File: config.mk
export PLATFORM = sky130hd
export DESIGN_NAME = sprite_pos_ctrl
export DESIGN_NICKNAME = d
export VERILOG_FILES = /design/src/rtl/sprite_pos_ctrl.sv
export SDC_FILE = /design/constraint.sdc
export NUM_CORES = 1
export LEC_CHECK = 0
export CAP_MARGIN = 10
export CORE_ASPECT_RATIO = 0.8
export CORE_UTILIZATION = 45
export DETAILED_ROUTE_END_ITERATION = 10
export GPL_TIMING_DRIVEN = 0
export PLACE_DENSITY = 0.72
export REMOVE_ABC_BUFFERS = 1
export SLEW_MARGIN = 20
export SYNTH_ARGS = -nofsm -noshare
export SYNTH_HDL_FRONTEND = slang
export SYNTH_SLANG_ARGS = --single-unit
File: constraint.sdc
create_clock -name clk -period 7.4 [get_ports clk]
set_input_delay 1.48 -clock clk [delete_from_list [all_inputs] [get_ports clk]]
set_output_delay 1.48 -clock clk [all_outputs]
set_load 0.01 [all_outputs]
File: src/rtl/sprite_pos_ctrl.sv
`default_nettype none
// ============================================================================
// Module   : sprite_pos_ctrl
// Purpose  : Sprite X/Y position registers at I/O addresses 120 (X) and
//            121 (Y). A CPU store either snaps an axis straight to the
//            clamped coordinate or sets a target that the sprite glides
//            toward by up to STEP pixels per frame tick.
// Ports    : clk, rst             - clock, synchronous active-high reset
//            we                   - CPU memory-write strobe
//            sprite_enbX/Y        - decoder selects for the X / Y registers
//            wd[31:0]             - write data; bit31 = snap, [30:0] = coord
//            frame_tick           - one-cycle pulse per frame
//            pos_x/pos_y[9:0]     - current sprite top-left corner
//            tgt_x/tgt_y[9:0]     - committed glide targets
//            moving               - position differs from target on an axis
// Revision : 1.0 - initial release
// ============================================================================
module sprite_pos_ctrl #(
    parameter int SCREEN_W = 640,
    parameter int SCREEN_H = 480,
    parameter int SPRITE_W = 32,
    parameter int SPRITE_H = 32,
    parameter int STEP     = 4
) (
    input  logic        clk,
    input  logic        rst,
    input  logic        we,
    input  logic        sprite_enbX,
    input  logic        sprite_enbY,
    input  logic [31:0] wd,
    input  logic        frame_tick,
    output logic [9:0]  pos_x,
    output logic [9:0]  pos_y,
    output logic [9:0]  tgt_x,
    output logic [9:0]  tgt_y,
    output logic        moving
);

    localparam logic [30:0] c_max_x   = 31'(SCREEN_W - SPRITE_W);
    localparam logic [30:0] c_max_y   = 31'(SCREEN_H - SPRITE_H);
    localparam logic [9:0]  c_step    = 10'(STEP);

    typedef enum logic [0:0] {
        ST_IDLE   = 1'b0,
        ST_MOVING = 1'b1
    } state_t;

    state_t      r_state;
    state_t      w_state_next;

    logic [9:0]  r_pos_x, r_pos_y, r_tgt_x, r_tgt_y;
    logic [9:0]  w_pos_x_next, w_pos_y_next, w_tgt_x_next, w_tgt_y_next;
    logic [9:0]  w_clamp_x, w_clamp_y;
    logic        w_commit_x, w_commit_y, w_snap;

    // One glide step from pos toward tgt, limited so it never overshoots.
    function automatic logic [9:0] f_step(input logic [9:0] pos,
                                          input logic [9:0] tgt);
        logic [9:0] diff;
        logic [9:0] res;
        res = pos;
        if (pos < tgt) begin
            diff = tgt - pos;
            res  = pos + ((diff < c_step) ? diff : c_step);
        end else if (pos > tgt) begin
            diff = pos - tgt;
            res  = pos - ((diff < c_step) ? diff : c_step);
        end
        return res;
    endfunction

    assign w_commit_x = we & sprite_enbX;
    assign w_commit_y = we & sprite_enbY;
    assign w_snap     = wd[31];

    // Full 31-bit compare so huge values clamp instead of wrapping.
    assign w_clamp_x = (wd[30:0] > c_max_x) ? c_max_x[9:0] : wd[9:0];
    assign w_clamp_y = (wd[30:0] > c_max_y) ? c_max_y[9:0] : wd[9:0];

    // Next-state datapath and FSM. A snap overrides a coincident tick; a
    // glide commit on a tick steps against the old target.
    always_comb begin
        w_pos_x_next = r_pos_x;
        w_pos_y_next = r_pos_y;
        w_tgt_x_next = r_tgt_x;
        w_tgt_y_next = r_tgt_y;
        w_state_next = r_state;

        if (frame_tick && (r_state == ST_MOVING)) begin
            w_pos_x_next = f_step(r_pos_x, r_tgt_x);
            w_pos_y_next = f_step(r_pos_y, r_tgt_y);
        end

        if (w_commit_x) begin
            w_tgt_x_next = w_clamp_x;
            if (w_snap) begin
                w_pos_x_next = w_clamp_x;
            end
        end
        if (w_commit_y) begin
            w_tgt_y_next = w_clamp_y;
            if (w_snap) begin
                w_pos_y_next = w_clamp_y;
            end
        end

        if ((w_tgt_x_next != w_pos_x_next) || (w_tgt_y_next != w_pos_y_next)) begin
            w_state_next = ST_MOVING;
        end else begin
            w_state_next = ST_IDLE;
        end
    end

    always_ff @(posedge clk) begin
        if (rst) begin
            r_pos_x <= 10'd0;
            r_pos_y <= 10'd0;
            r_tgt_x <= 10'd0;
            r_tgt_y <= 10'd0;
            r_state <= ST_IDLE;
        end else begin
            r_pos_x <= w_pos_x_next;
            r_pos_y <= w_pos_y_next;
            r_tgt_x <= w_tgt_x_next;
            r_tgt_y <= w_tgt_y_next;
            r_state <= w_state_next;
        end
    end

    assign pos_x  = r_pos_x;
    assign pos_y  = r_pos_y;
    assign tgt_x  = r_tgt_x;
    assign tgt_y  = r_tgt_y;
    assign moving = (r_state == ST_MOVING);

endmodule
`default_nettype wire

==> impl_metrics.env <==
export IMPL_crit_arrival_ns=6.77
export IMPL_synth_flop_cell="dfxtp_1"
export IMPL_hold_buffers=0
export IMPL_setup_ws_ns=0.742
export IMPL_total_leakage_power_nw=3.26
export IMPL_grt_pass1_wl_mm=38.3
export IMPL_criticalPathCategory="reg2reg"
export IMPL_rsz0062_at_grt="false"
export IMPL_critPathCaptureType="flop"
export IMPL_dr_pass1_iters=6
export IMPL_max_freq_mhz=150
export IMPL_synth_edff_count=0
export IMPL_hpwlAfterDp_mm=18.9
export IMPL_vias=8040
export IMPL_area_delta_synth_final_pct=14.3
export IMPL_synth_cell_type_count=90
export IMPL_clk_latency_ns=0.29
export IMPL_drtIter0Drc=1297
export IMPL_whs_ns=0.555
export IMPL_die_area_mm2=0.0163
export IMPL_start_util_pct=46.7
export IMPL_ys_seq_area_share_pct=11.6
export IMPL_crit_path_frequent_cell="nor2_1"
export IMPL_antenna_found_initial=0
export IMPL_period_needed_ns=6.66
export IMPL_wl_per_cell_um=19.3
export IMPL_diodes=0
export IMPL_std_cell_rows=40
export IMPL_cp_max_fo=9
export IMPL_worstPathBufferInverterCount=1
export IMPL_instances_no_fill=1260
export IMPL_maxCapViolations=0
export IMPL_drc=0
export IMPL_io_pins=79
export IMPL_tightestPinTransition_ns=1.18
export IMPL_io_buffers=78
export IMPL_synthArstFlopShare_pct=0
export IMPL_root_buffer="clkbuf_16"
export IMPL_peakVddDrop_uv=117
export IMPL_ant_nets=0
export IMPL_cp_start_kind="flop"
export IMPL_place_ws_ns=0.965
export IMPL_p_per_area_mw_per_mm2=248
export IMPL_cts_setup_buffers=0
export IMPL_grt_use_total_pct=30.1
export IMPL_cts_resized=0
export IMPL_crit_path_top_delay_cell="a2111oi_0"
export IMPL_clkPwrFrac_pct=11.1
export IMPL_cts_made_buffers=5
export IMPL_max_stage_delay_ns=0.82
export IMPL_hold_viol_final=0
export IMPL_yosysWarnings=0
export IMPL_finalCritPeriodShare_pct=90.0
export IMPL_viasPerCell=6.38
export IMPL_cp_cell_sequence="inv_1, fa_1, xor2_1, a2111o_1, nor4_1, o211ai_1, or4_1, nor2_1, ha_1, nand4b_1, nor2_1, nand3_1, nor4_2, mux2i_1, nor4b_2, xnor2_1, a2111oi_0, a41oi_1"
export IMPL_power_frac_comb_pct=73.3
export IMPL_cts_sinks=41
export IMPL_postRouteWirelength_mm=24.3
export IMPL_grt_max_degree=32
export IMPL_die_x_um=142
export IMPL_avgSynthCellArea_um2=7.13
export IMPL_p_seq_share_pct=15.6
export IMPL_synthCells=995
export IMPL_slew_headroom_pct=21.0
export IMPL_drive_gt1_share_pct=5.05
export IMPL_intPower_mw=0.965
export IMPL_crit_family="simple AND/OR/NAND/NOR gates"
export IMPL_cts_clk_slew_worst_paths_ns=0.06
export IMPL_skew_ns=0.00260
export IMPL_min_path_type="reg2reg"
export IMPL_clockBufferDepth=2
export IMPL_ys_seq_elements=41
export IMPL_setup_tns_final_ns=0
export IMPL_cts_tree="built"
export IMPL_nets=1166
export IMPL_switching_share_pct=52.1
export IMPL_die_h_um=114
export IMPL_slew_violations=0
export IMPL_cp_data_required_time_ns=7.51
export IMPL_fill_cells=1557
export IMPL_place_congestion=0.968
export IMPL_outcome="complete, no violations"
export IMPL_synth_area_mm2=0.00710
export IMPL_p_sw_mw=1.05
export IMPL_core_area_mm2=0.0152
export IMPL_overflow=0
export IMPL_finalSetupViolations=0
export IMPL_h_tree_depth=2
export IMPL_first_global_vias=7010
export IMPL_placed_cells=1253
-- synth_stat cells, types with 4 or more instances --
library cell  instances  area share, %
a21oi_1             102            7.2
nor2_1               91            4.8
nand2_1              76            4.0
ha_1                 70             12
inv_1                64            3.4
nand3_1              44            3.1
o21ai_0              42            3.0
dfxtp_1              41             12
clkbuf_1             36            1.9
a211oi_1             29            3.1
nor3_1               29            2.0
a21o_1               27            2.9
xnor2_1              25            3.1
xor2_1               20            2.5
nand4_1              19            1.7
nor4_1               14            1.2
mux2i_1              12            1.7
a31oi_1              11           0.97
nand2b_1             10           0.88
o21a_1               10            1.1
a22oi_1               9           0.95
and3_1                9           0.79
a2111oi_0             8           0.99
a221oi_1              8           0.99
and2_1                8           0.71
fa_1                  8            2.3
nor2b_1               8           0.71
o2111ai_1             7           0.86
o221ai_1              7           0.86
or3_1                 7           0.62
o211ai_1              6           0.63
o21bai_1              6           0.63
o31ai_1               6           0.63
or4_1                 6           0.63
a311oi_1              5           0.62
and4_1                5           0.62
buf_2                 5           0.35
clkbuf_8              5           0.97
o22ai_1               5           0.44
a211o_1               4           0.49
a21oi_2               4           0.49
buf_6                 4           0.63
nor3b_1               4           0.42
o311a_1               4           0.56
-- metal layers --
layer	track usage, %	share of wire (%)	vias to the layer above
met4	6.38	1.7	0
met3	7.36	12	40
li1	-	-	3822
met5	0	0	-
met1	46.9	48	3722
met2	40.3	38	456
-- kinds of logic after synthesis --
kind of cell	Yosys count	share of synthesized area, %
AND/OR/NAND/NOR	358	25.9
AO/OA/AOI/OAI	339	32.7
other	2	0.106
buffers and inverters	118	7.56
XOR/XNOR	45	5.55
adder cells (fa/ha/maj)	78	14.6
multiplexers	14	2.01
flip-flops	41	11.6
-- power by group through the flow --
stage | registers [mW] | logic (mW) | clock network, mW
after floorplan | 0.296 | 1.05 | 0
after global placement | 0.318 | 1.41 | 0
after detailed placement | 0.317 | 1.43 | 0
after CTS | 0.312 | 1.43 | 0.223
after global routing | 0.317 | 1.61 | 0.232
final | 0.315 | 1.48 | 0.223
-- stage by stage --
step | instance area, um^2 | total power [mW] | utilization [%]
after floorplan | 6890 | 1.35 | -
after global placement | 7930 | 1.73 | 52.1
after CTS | 8110 | 1.97 | 53.3
final | 8110 | 2.01 | 53.3
after detailed placement | 7970 | 1.74 | 52.4
after global routing | 8110 | 2.16 | 53.3
-- state kept, by name, indices dropped and copies added (netlist names) --
name / flops
tgt_y: 10
tgt_x: 10
moving: 1
pos_y: 10
pos_x: 10
-- worst paths after layout --
check              to      from  slack (ns)  cells after the start
min reg2reg  tgt_x[0]  tgt_x[0]        0.56                      2
min          tgt_x[0]  tgt_x[0]        0.56                      2
max            moving  pos_x[1]        0.74                     18
max reg2reg    moving  pos_x[1]        0.74                     18
-- layout by cell type, fill, tap and decap left out, drive strengths merged, types with 25 or more instances in the layout --
cell type | netlist | final
o21ai | 43 | 43
nor3 | 29 | 29
nand3 | 44 | 44
nand2 | 76 | 76
inv | 65 | 65
dfxtp | 41 | 41
a21o | 30 | 30
clkdlybuf4s50 | 1 | 77
a21oi | 107 | 107
nor2 | 91 | 91
xnor2 | 25 | 25
ha | 70 | 70
a211oi | 29 | 29
-- worst register-to-register path: cells and delay by family, from the launching register on --
| kind | cells | cell delay (ns) |
|---|---|---|
| AND/OR/NAND/NOR | 8 | 2.91 |
| AO/OA/AOI/OAI | 4 | 1.52 |
| adder cells (fa/ha/maj) | 2 | 0.68 |
| flip-flops | 1 | 0.65 |
| XOR/XNOR | 2 | 0.31 |
| buffers and inverters | 1 | 0.21 |
| multiplexers | 1 | 0.20 |
-- final cells by class --
type                            count  area, um^2  area share, %
Inverter                           65         244           3.01
Clock buffer                        7         143           1.76
Tap cell                          210         263           3.24
Sequential cell                    41         821           10.1
Timing Repair Buffer               79         803           9.90
Multi-Input combinational cell    858        5840           72.0
Power figures use the tool's default switching activity.
